File: src/rtl/unix_time_decoder.sv
// Splits a seconds count into day/hour/min/sec with one shared restoring divider
// stepped through /86400, /3600 and /60, one quotient bit per clock.
module unix_time_decoder #(
  parameter int T_WIDTH   = 28,
  parameter int DAY_WIDTH = 12
) (
  input  logic                 clk,
  input  logic                 reset,
  input  logic                 start,
  input  logic [T_WIDTH-1:0]   t,
  output logic                 busy,
  output logic                 done,
  output logic                 valid,
  output logic [DAY_WIDTH-1:0] day,
  output logic [4:0]           hour,
  output logic [5:0]           min,
  output logic [5:0]           sec
);

  localparam int CW = (T_WIDTH > 17) ? $clog2(T_WIDTH) : 5;

  typedef enum logic [2:0] {
    S_IDLE     = 3'd0,
    S_DIV_DAY  = 3'd1,
    S_DIV_HOUR = 3'd2,
    S_DIV_MIN  = 3'd3,
    S_DONE     = 3'd4
  } state_t;

  state_t state_q, state_d;

  logic [T_WIDTH-1:0]   dividend_q, dividend_d;
  logic [16:0]          rem_q, rem_d;
  logic [T_WIDTH-1:0]   quo_q, quo_d;
  logic [CW-1:0]        cnt_q, cnt_d;
  logic [DAY_WIDTH-1:0] day_stg_q, day_stg_d;
  logic [4:0]           hour_stg_q, hour_stg_d;
  logic [5:0]           min_stg_q, min_stg_d;
  logic [5:0]           sec_stg_q, sec_stg_d;
  logic                 busy_q, busy_d, done_q, done_d, valid_q, valid_d;
  logic [DAY_WIDTH-1:0] day_q, day_d;
  logic [4:0]           hour_q, hour_d;
  logic [5:0]           min_q, min_d;
  logic [5:0]           sec_q, sec_d;

  logic [16:0]          divisor_s;
  logic [17:0]          trial_s;
  logic                 qbit_s;
  logic [16:0]          new_rem_s;
  logic [T_WIDTH-1:0]   new_quo_s;
  logic                 last_s;

  // One restoring-division step; trial needs 18 bits since it can reach 2*86400-1.
  always_comb begin
    case (state_q)
      S_DIV_HOUR: divisor_s = 17'd3600;
      S_DIV_MIN:  divisor_s = 17'd60;
      default:    divisor_s = 17'd86400;
    endcase
    trial_s   = {rem_q, dividend_q[cnt_q]};
    qbit_s    = (trial_s >= {1'b0, divisor_s});
    new_rem_s = qbit_s ? 17'(trial_s - {1'b0, divisor_s}) : trial_s[16:0];
    new_quo_s = {quo_q[T_WIDTH-2:0], qbit_s};
    last_s    = (cnt_q == '0);
  end

  // Next-state logic.
  always_comb begin
    state_d = state_q;
    case (state_q)
      S_IDLE:     if (start)  state_d = S_DIV_DAY;  else state_d = S_IDLE;
      S_DIV_DAY:  if (last_s) state_d = S_DIV_HOUR; else state_d = S_DIV_DAY;
      S_DIV_HOUR: if (last_s) state_d = S_DIV_MIN;  else state_d = S_DIV_HOUR;
      S_DIV_MIN:  if (last_s) state_d = S_DONE;     else state_d = S_DIV_MIN;
      S_DONE:     state_d = S_IDLE;
      default:    state_d = S_IDLE;
    endcase
  end

  // Datapath and output register updates.
  always_comb begin
    dividend_d = dividend_q;
    rem_d      = rem_q;
    quo_d      = quo_q;
    cnt_d      = cnt_q;
    day_stg_d  = day_stg_q;
    hour_stg_d = hour_stg_q;
    min_stg_d  = min_stg_q;
    sec_stg_d  = sec_stg_q;
    busy_d     = busy_q;
    done_d     = 1'b0;
    valid_d    = valid_q;
    day_d      = day_q;
    hour_d     = hour_q;
    min_d      = min_q;
    sec_d      = sec_q;
    case (state_q)
      S_IDLE: begin
        if (start) begin
          dividend_d = t;
          rem_d      = 17'd0;
          quo_d      = '0;
          cnt_d      = CW'(T_WIDTH - 1);
          busy_d     = 1'b1;
        end else begin
          busy_d     = 1'b0;
        end
      end
      S_DIV_DAY, S_DIV_HOUR, S_DIV_MIN: begin
        rem_d = new_rem_s;
        quo_d = new_quo_s;
        cnt_d = cnt_q - CW'(1);
        if (last_s) begin
          // Each stage's remainder becomes the next stage's dividend.
          rem_d = 17'd0;
          quo_d = '0;
          if (state_q == S_DIV_DAY) begin
            day_stg_d  = new_quo_s[DAY_WIDTH-1:0];
            dividend_d = T_WIDTH'(new_rem_s);
            cnt_d      = CW'(16);
          end else if (state_q == S_DIV_HOUR) begin
            hour_stg_d = new_quo_s[4:0];
            dividend_d = T_WIDTH'(new_rem_s[11:0]);
            cnt_d      = CW'(11);
          end else begin
            min_stg_d  = new_quo_s[5:0];
            sec_stg_d  = new_rem_s[5:0];
          end
        end
      end
      S_DONE: begin
        day_d   = day_stg_q;
        hour_d  = hour_stg_q;
        min_d   = min_stg_q;
        sec_d   = sec_stg_q;
        busy_d  = 1'b0;
        done_d  = 1'b1;
        valid_d = 1'b1;
      end
      default: begin
        busy_d = 1'b0;
      end
    endcase
  end

  // State register.
  always_ff @(posedge clk or negedge reset) begin
    if (!reset) state_q <= S_IDLE;
    else        state_q <= state_d;
  end

  // Datapath and output registers.
  always_ff @(posedge clk or negedge reset) begin
    if (!reset) begin
      dividend_q <= '0;
      rem_q      <= 17'd0;
      quo_q      <= '0;
      cnt_q      <= '0;
      day_stg_q  <= '0;
      hour_stg_q <= 5'd0;
      min_stg_q  <= 6'd0;
      sec_stg_q  <= 6'd0;
      busy_q     <= 1'b0;
      done_q     <= 1'b0;
      valid_q    <= 1'b0;
      day_q      <= '0;
      hour_q     <= 5'd0;
      min_q      <= 6'd0;
      sec_q      <= 6'd0;
    end else begin
      dividend_q <= dividend_d;
      rem_q      <= rem_d;
      quo_q      <= quo_d;
      cnt_q      <= cnt_d;
      day_stg_q  <= day_stg_d;
      hour_stg_q <= hour_stg_d;
      min_stg_q  <= min_stg_d;
      sec_stg_q  <= sec_stg_d;
      busy_q     <= busy_d;
      done_q     <= done_d;
      valid_q    <= valid_d;
      day_q      <= day_d;
      hour_q     <= hour_d;
      min_q      <= min_d;
      sec_q      <= sec_d;
    end
  end

  assign busy  = busy_q;
  assign done  = done_q;
  assign valid = valid_q;
  assign day   = day_q;
  assign hour  = hour_q;
  assign min   = min_q;
  assign sec   = sec_q;

endmodule
File: config.mk
export PLATFORM = sky130hd
export DESIGN_NAME = unix_time_decoder
export DESIGN_NICKNAME = d
export VERILOG_FILES = /design/src/rtl/unix_time_decoder.sv
export SDC_FILE = /design/constraint.sdc
export NUM_CORES = 1
export LEC_CHECK = 0
export ABC_CLOCK_PERIOD_IN_PS = 4900
export CAP_MARGIN = 15
export CELL_PAD_IN_SITES_DETAIL_PLACEMENT = 1
export CELL_PAD_IN_SITES_GLOBAL_PLACEMENT = 1
export CORE_AREA = 4 4 117 119
export CTS_BUF_LIST = sky130_fd_sc_hd__clkbuf_4 sky130_fd_sc_hd__clkbuf_8
export CTS_CLUSTER_SIZE = 28
export DETAILED_ROUTE_END_ITERATION = 6
export DIE_AREA = 0 0 121 123
export GPL_TIMING_DRIVEN = 1
export PLACE_DENSITY_LB_ADDON = 0.1
export SYNTH_ARGS = -nofsm -noshare
export SYNTH_HDL_FRONTEND = slang
export SYNTH_SLANG_ARGS = --single-unit
File: constraint.sdc
create_clock -name clk -period 4.9 [get_ports clk]
set_clock_uncertainty 0.05 [all_clocks]
set_input_delay 0.49 -clock clk [delete_from_list [all_inputs] [get_ports clk]]
set_output_delay 0.49 -clock clk [all_outputs]
set_load 0.02 [all_outputs]
==> results of run 1 <==
-- metrics by stage --
| step | area [sq um] | power (mW) | hold WS (ns) | util [%] | worst slack, ns |
|---|---|---|---|---|---|
| 2_1_floorplan | 5850 | 3.48 | 0.144 | - | 1.38 |
| 4_1_cts | 7040 | 5.11 | 0.0793 | 56.0 | 0.495 |
| 5_1_grt | 7050 | 5.49 | 0.0941 | 56.1 | 0.119 |
| 3_5_place_dp | 6640 | 4.17 | 0.405 | 52.8 | 0.537 |
| 3_3_place_gp | 6640 | 4.05 | 0.404 | 52.8 | 0.796 |
| 6_report | 7050 | 5.09 | 0.0514 | 56.1 | 0.469 |
-- cell families (layout without fill, tap and decap cells) --
kind of cell,after synthesis,after routing,share of synthesized area [%]
AND/OR/NAND/NOR,143,143,11.3
flip-flops,125,125,53.4
AO/OA/AOI/OAI,119,119,14.1
multiplexers,66,66,13.3
buffers and inverters,43,119,3.16
adder cells (fa/ha/maj),14,14,3.12
XOR/XNOR,11,11,1.65
-- critical path: cells and delay by family, from the launching register on --
kind | cells | cell delay [ns]
AOI/OAI and AO/OA | 5 | 1.60
DFF | 1 | 0.52
and+or+nand+nor | 5 | 1.50
adders and majority gates | 1 | 0.38
buffers and inverters | 2 | 0.28
-- state kept, by name, summed over array words and instances (netlist names) --
name and flops:
dividend_q 28, rem_q 17, day 12, day_stg_q 12, quo_q 11, min 6
min_stg_q 6, sec 6, sec_stg_q 6, cnt_q 5, hour 5, hour_stg_q 5
state_q 3, busy 1, done 1, valid 1
-- power groups by stage --
stage	logic [mW]	clock network (mW)	registers, mW
2_1_floorplan	1.87	0	1.61
3_3_place_gp	2.29	0	1.76
3_5_place_dp	2.39	0	1.78
4_1_cts	2.41	0.946	1.76
5_1_grt	2.68	0.996	1.82
6_report	2.40	0.925	1.76
-- layer usage --
layer  routed length (um)  share of wire, %  GRT usage [%]  vias up
met5                    0                 0              0        -
met4                  220               1.4           5.88        0
met3                  688               4.5           5.31       17
met2                 7220                47           34.2       85
met1                 7150                47           31.2     2201
li1                     -                 -              -     1998
-- synth_stat cells (4+ instances only) --
master and count:
sky130_fd_sc_hd__mux2_2 51, sky130_fd_sc_hd__o211ai_1 8, sky130_fd_sc_hd__nor2_1 40, sky130_fd_sc_hd__inv_1 13, sky130_fd_sc_hd__a21o_1 4, sky130_fd_sc_hd__nor3_1 11, sky130_fd_sc_hd__or3_1 5, sky130_fd_sc_hd__nand3_1 14
sky130_fd_sc_hd__buf_2 4, sky130_fd_sc_hd__mux4_2 4, sky130_fd_sc_hd__o21ai_0 20, sky130_fd_sc_hd__nand2_1 50, sky130_fd_sc_hd__clkbuf_1 19, sky130_fd_sc_hd__xnor2_1 9, sky130_fd_sc_hd__dfrtp_1 125, sky130_fd_sc_hd__buf_1 4
sky130_fd_sc_hd__a21oi_1 32, sky130_fd_sc_hd__o22ai_1 4, sky130_fd_sc_hd__a211o_1 4, sky130_fd_sc_hd__nor2b_1 4, sky130_fd_sc_hd__mux2i_1 10, sky130_fd_sc_hd__ha_1 13, sky130_fd_sc_hd__a22o_1 24
-- final cells by class --
type                       count  share of cell area [%]
sequential                   125                    44.4
clock buffer                  22                    4.21
multi-input combinational    353                    36.1
timing repair buffer          74                    10.0
inverter                      13                   0.692
clock inverter                10                    1.58
tap                          172                    3.05
-- path summary, 6_finish.rpt --
| kind | endpoint | slack [ns] |
|---|---|---|
| max in group asynchronous | min[0] | 3.77 |
| min in group clk | valid | 0.42 |
| min reg2reg | valid | 0.42 |
| max | dividend_q[11] | 0.47 |
| max reg2reg | dividend_q[11] | 0.47 |
| min | dividend_q[25] | 0.05 |
==> results summary, run 1 <==
The count of routing violations after the opening detailed-route iteration came out at slightly above 300. 0 antenna diodes ended up in the layout. The final estimated routing congestion in global placement came out at around 0.84. The post-CTS setup repair buffer count came out at 0.

Among all flip-flop cells after synthesis, the most frequent one is sky130_fd_sc_hd__dfrtp_1. The initial antenna violation count is 0. Setup repair after global routing left no endpoint under its margin.

The endpoint kind of the worst setup timing path is a flip-flop. The final routed wirelength across all metal layers came out at 15300 um. Combinational logic is responsible for between 40% and 50% of the overall power. The number of placement rows came out at 41. The post-route minimum period is around 4.4 ns. The initial standard-cell utilization of the core came out at 46.6%.

The number of H-tree levels is 4. The die span in y came out at around 120 um. The number of distinct library cell variants in the gate-level netlist after synthesis is between 50 and 60. Measured in cells, the most critical reg-to-reg path has a length of 13.

The final-report setup violation count is 0. The synthesized area came out at about 6000 sq um. The library cell used most frequently in the layout, excluding fill and tap cells, is sky130_fd_sc_hd__dfrtp_1. A synthesized cell averages between 10 and 15 sq um. The peak ir drop on the vdd network is ~0.33 mV.

The net switching power of the design came out at 2.15 mW. The leakage power figure is approximately 3.2 nW. For this run, the total global-route usage over all layers was measured as between 20 and 25%. The critical-path cell with the highest stage delay is sky130_fd_sc_hd__a311o_1. The required time at the endpoint of the critical path came out at about 5.2 ns.

The count of filler cells inserted in the layout is about 1400. The area of the multi-input gates is 2540 sq um. The most numerous cell type found on the critical path is sky130_fd_sc_hd__inv_1. The critical path goes through nor2b_1 > inv_1 > nor2_1 > inv_1 > ha_1 > a21oi_1 > o21ai_0 > a221oi_2 > and3_1 > a311o_1 > nor3_1 > or3_1 > a22o_1.

Leaving out fill and tap cells, the most frequent cells in the layout are sky130_fd_sc_hd__dfrtp_1 (125), sky130_fd_sc_hd__clkdlybuf4s50_1 (61), sky130_fd_sc_hd__mux2_2 (51). The sequential-to-total area share from yosys stat came out at a little over half. In this run, placement finished with an instance count of about 740.

The routed via count came out at between 4000 and 5000. The net count of the finished layout is about 630. The switching power share of the total is between 40% and 50%.

The number of cells in the finished layout apart from fillers came out at between 700 and 800. The power per cell area is between 700 and 800 nW/um^2. For this run, design rule violations remaining after detail routing come to 0.

The final HPWL from detailed placement came out at 10600 um. The synthesized design contains about 130 register bits. The TritonCTS sink count came out at between 100 and 150. The final total negative setup slack is 0 ns. The mean routed wirelength per cell came out at a little under 20 um. The top cell type by area accounts for a little over half of the synthesized area. The final hold violation count is 0.

The first global-routing pass estimated roughly 25000 um of wire. The number of nets in the synthesized netlist is roughly 570. The cell sitting at the root of the clock tree is a sky130_fd_sc_hd__clkbuf_8. Sequential cells burn approximately a third of the power. The via count of the first global-routing pass came out at between 4000 and 5000. For this run, asynchronously set or reset flops after synthesis account for 100%. The tool flagged a number of max-cap violations equal to 0. The synthesis-to-finish area growth came out at 20.5%.

Yosys attributes the largest share of cell area to sky130_fd_sc_hd__dfrtp_1 (53%), sky130_fd_sc_hd__mux2_2 (9.8%), sky130_fd_sc_hd__a22o_1 (3.6%). The count of pins over their slew limit came out at 0. The Yosys step of the flow raised 0 warnings. The maximum fanout along the worst path came out at 19. The detailed-routing iteration count for the pre-antenna-repair pass is 4. The internal power of the cells totals 2.94 mW. The full die area came out at roughly 15000 sq um.

The number of buffers added by the clock tree synthesis step came out at 17. By startpoint and endpoint, the worst setup path is classified as flip-flop to flip-flop. The largest single stage delay on the critical path is approximately 0.70 ns. The final critical-path share of the clock period came out at 90.4%. The horizontal die dimension came out at about 120 um.

The number of hold buffers added after cts is 0. The worst-skew pair later-pin latency came out at roughly 0.46 ns. The gate count after technology mapping came out at 521. The library cell occupying the most area in the post-synthesis netlist is sky130_fd_sc_hd__dfrtp_1. The arrival time at the worst endpoint is 4.72 ns. The core outline area is roughly 13000 sq um. Global routing finished with a remaining overflow of 0.

The worst relative slew slack is between 30% and 40%. Counting along the longest clock path gives a buffer depth of 2. The run finished with clean final reports.

The number of I/O port buffers is between 60 and 70. In this run the worst setup path begins at state_q[1]. The slew at the pin closest to its max-slew limit came out at 0.945 ns.

The pin count of the biggest net entering global routing came out at 59. The worst setup path is launched from a flip-flop. The total area of sequential cells is around 3100 sq um. The total of cells resized after clock tree synthesis came out at 0. The number of enable-type register cells in the synthesized netlist is 0. TritonCTS built the clock tree.

In the routed layout, each cell is associated on average with a via count of ~5.6. After clock tree synthesis, the clock-pin slew on the worst setup and hold paths is about 0.07 ns. The timing-limited maximum frequency came out at between 200 and 250 MHz. The number of nets still failing antenna checks after routing is 0. The worst register-to-register path begins at state_q[1]. The share of power burned in the clock network came out at 18.2%. The ratio of cells with drive above 1 in the final layout is between 10% and 20%.

The path type of the worst min-delay path is input pin to async pin. The top-level I/O count is 63.
(Power assumes the default switching activity.)
==> run 2, diff against run 1 <==
- ABC_CLOCK_PERIOD_IN_PS: 4900 -> 5200
- CORE_AREA: 4 4 117 119 -> 4 4 114 116
- DIE_AREA: 0 0 121 123 -> 0 0 118 120
- clock period: 4.9 -> 5.2 ns (I/O delays scaled with it)
==> results summary, run 2 (synthesized netlist as in run 1, its figures left out) <==
The power per cell area came out at 696 nW/um^2. Summed over all layers, the routed wires come to about 16000 um. The library cell used most frequently in the layout, excluding fill and tap cells, is sky130_fd_sc_hd__dfrtp_1. The number of cells in the finished layout apart from fillers is roughly 740. The total design power came out at 4.91 mW.

Sequential cells account for approximately 34% of the total power. The total overflow reported by the global router came out at 0. The top cell types in the final layout, fill and taps aside, are sky130_fd_sc_hd__dfrtp_1 (125), sky130_fd_sc_hd__clkdlybuf4s50_1 (61), sky130_fd_sc_hd__mux2_2 (51). The final hold violation count came out at 0. The final HPWL from detailed placement is roughly 11000 um. For this run, design rule violations remaining after detail routing come to 0. The post-CTS clock slew at the launch and capture registers of the worst setup and hold paths is about 0.070 ns. The arrival time at the worst endpoint is ~4.6 ns. The per-cell via count in the routed design is approximately 6. The horizontal die dimension is 118 um.

The leakage power figure is around 3.2 nW. The full die area came out at between 10000 and 15000 sq um. The later pin in the worst-skew pair is clocked with a latency of between 0.4 and 0.5 ns.

The origin of the worst setup path is state_q[1]. Setup violations remaining at the end of the flow were counted as 0. TritonCTS built the clock tree. Once placement completed, the tool counted placed cells totaling slightly above 700. For the worst setup path, the data required time is roughly 5.5 ns. The via count of the first global-routing pass is between 4000 and 5000. The max-cap violation count came out at 0. 63 I/O pins were placed.

The tightest min-delay check is of the input pin to async pin type. The number of flip-flops in the largest register came out at 28. The type of element launching the critical path is a flip-flop.

The number of H-tree levels is 4. The number of hold buffers added after cts is 0. The TritonCTS sink count came out at approximately 130. Along the worst path, the maximum fanout reaches 18. The routed via count came out at approximately 4400. The source of the worst register-to-register timing path is state_q[1].

The count of pins over their slew limit came out at 0. The maximum number of buffers from clock root to sink is 2. The signal on the critical path passes through nor2b_1 > buf_4 > inv_1 > nor2_1 > inv_1 > ha_1 > a21oi_1 > o21ai_0 > a221oi_2 > and3_1 > a311o_1 > buf_4 > nor2_1 > a21oi_1 > o211ai_1.

The net count of the finished layout came out at about 630. The global-route wire length before repair is 25900 um. The count of routing violations after the opening detailed-route iteration came out at ~250.

The flow ran to the end, and the final reports show no timing, DRC or antenna violations. The stage delay of the slowest cell on the critical path is ~0.52 ns. The final estimated routing congestion in global placement came out at just under 0.9. The initial antenna violation count is 0. In the final routed layout, each cell accounts on average for ~21 um. The total of cells resized after clock tree synthesis came out at 0. The critical-path cell with the highest stage delay is sky130_fd_sc_hd__dfrtp_1. The pin count of the biggest net entering global routing came out at 74. The number of I/O port buffers came out at slightly above 60. The aggregate global-route resource usage came out at a little under a quarter.

The register ranked first by flip-flop count is dividend_q. For the final routed database, the setup TNS stands at 0 ns. The root buffer cell chosen for the clock tree is sky130_fd_sc_hd__clkbuf_8. The number of placement rows is 40. After clock tree synthesis, the setup repair step added 0 buffers. The portion of total power attributed to combinational logic is a little under half. The internal power contribution came out at between 2 and 3 mW. Setup repair after global routing left no endpoint under its margin. Before antenna repair, the detailed router went through 5 iterations. STA classifies the critical path endpoint as a flip-flop. Net switching is 41.8% of the power. Relative to the synthesized area, the layout overhead comes to 20.5%. Derived from the worst setup path, the maximum achievable clock frequency is around 230 MHz. The number of buffers added by the clock tree synthesis step came out at 17. In the final layout, the registers with the most flip-flops are dividend_q: 28 flops, rem_q: 17 flops. The core outline area came out at 11900 sq um. In the finished design, the share of the clock period the worst path needs comes to 82.8%. The slew at the pin closest to its max-slew limit is a little under 1 ns. The clock network accounts for about a fifth of the total power.

The ratio of cells with drive above 1 in the final layout is between 10% and 20%. The number of nets still failing antenna checks after routing came out at 0. The worst setup path is of the flip-flop to flip-flop kind.

After layout, the minimum clock period comes to 4.31 ns. Across all hold checks on the routed design, the worst slack comes to 0.139 ns. Measured against its own limit, the worst slew margin works out to a little over a third. The die span in y came out at 120 um. The count of antenna diodes in the layout is 0. The peak ir drop on the vdd network is roughly 0.42 mV. The net switching power of the design is about 2.1 mW.

The initial standard-cell utilization of the core came out at 49.1%.
run 2: cell types whose count changed in the layout (fill, tap and decap cells not counted), sizes merged:
cell,before,now
bufinv,2,4
inv,14,13
buf,13,12
clkinvlp,3,2
run 2: power by group through the flow:
stage	Clock (mW)	Sequential, mW	Combinational (mW)
finish	0.949	1.67	2.29
global route	1.02	1.71	2.55
floorplan	0	1.52	1.77
detailed placement	0	1.68	2.26
CTS	0.970	1.67	2.29
global placement	0	1.66	2.15
run 2: final timing paths:
path / to / slack (ns) / cells past startpoint
setup reg to reg: dividend_q[2] / 0.89 / 15
setup / recovery: dividend_q[2] / 0.89 / 15
hold reg to reg: valid / 0.42 / 1
hold / removal: dividend_q[25] / 0.14 / 1
max in group asynchronous: quo_q[8] / 3.70 / 2
min in group clk: valid / 0.42 / 1
run 2: layer usage:
metal | vias up | global-route usage, % | part of all wire [%]
met4 | 0 | 8.86 | 2.1
li1 | 1990 | - | -
met5 | - | 0 | 0
met3 | 22 | 6.46 | 4.5
met1 | 2297 | 30.3 | 44
met2 | 107 | 38.1 | 50
run 2: final cells by class:
type	instances	area, sq um
Fill cell	1277	4860
Inverter	13	48.8
Clock inverter	10	163
Sequential cell	125	3130
Multi-Input combinational cell	353	2540
Tap cell	147	184
Clock buffer	22	284
Timing Repair Buffer	73	701
run 2: critical path, delay by kind of cell (launching register included):
| family | cells | cell delay, ns |
|---|---|---|
| flops | 1 | 0.52 |
| simple gates | 4 | 0.80 |
| compound gates | 6 | 1.61 |
| buf+inv | 4 | 0.78 |
| fa+ha+maj | 1 | 0.39 |
run 2: stage by stage:
step | worst slack [ns] | utilization (%) | cell area, sq um
2_1_floorplan | 1.68 | - | 5850
3_3_place_gp | 1.35 | 55.5 | 6610
3_5_place_dp | 0.987 | 55.5 | 6610
4_1_cts | 0.991 | 59.2 | 7050
5_1_grt | 0.546 | 59.2 | 7050
6_report | 0.892 | 59.2 | 7050
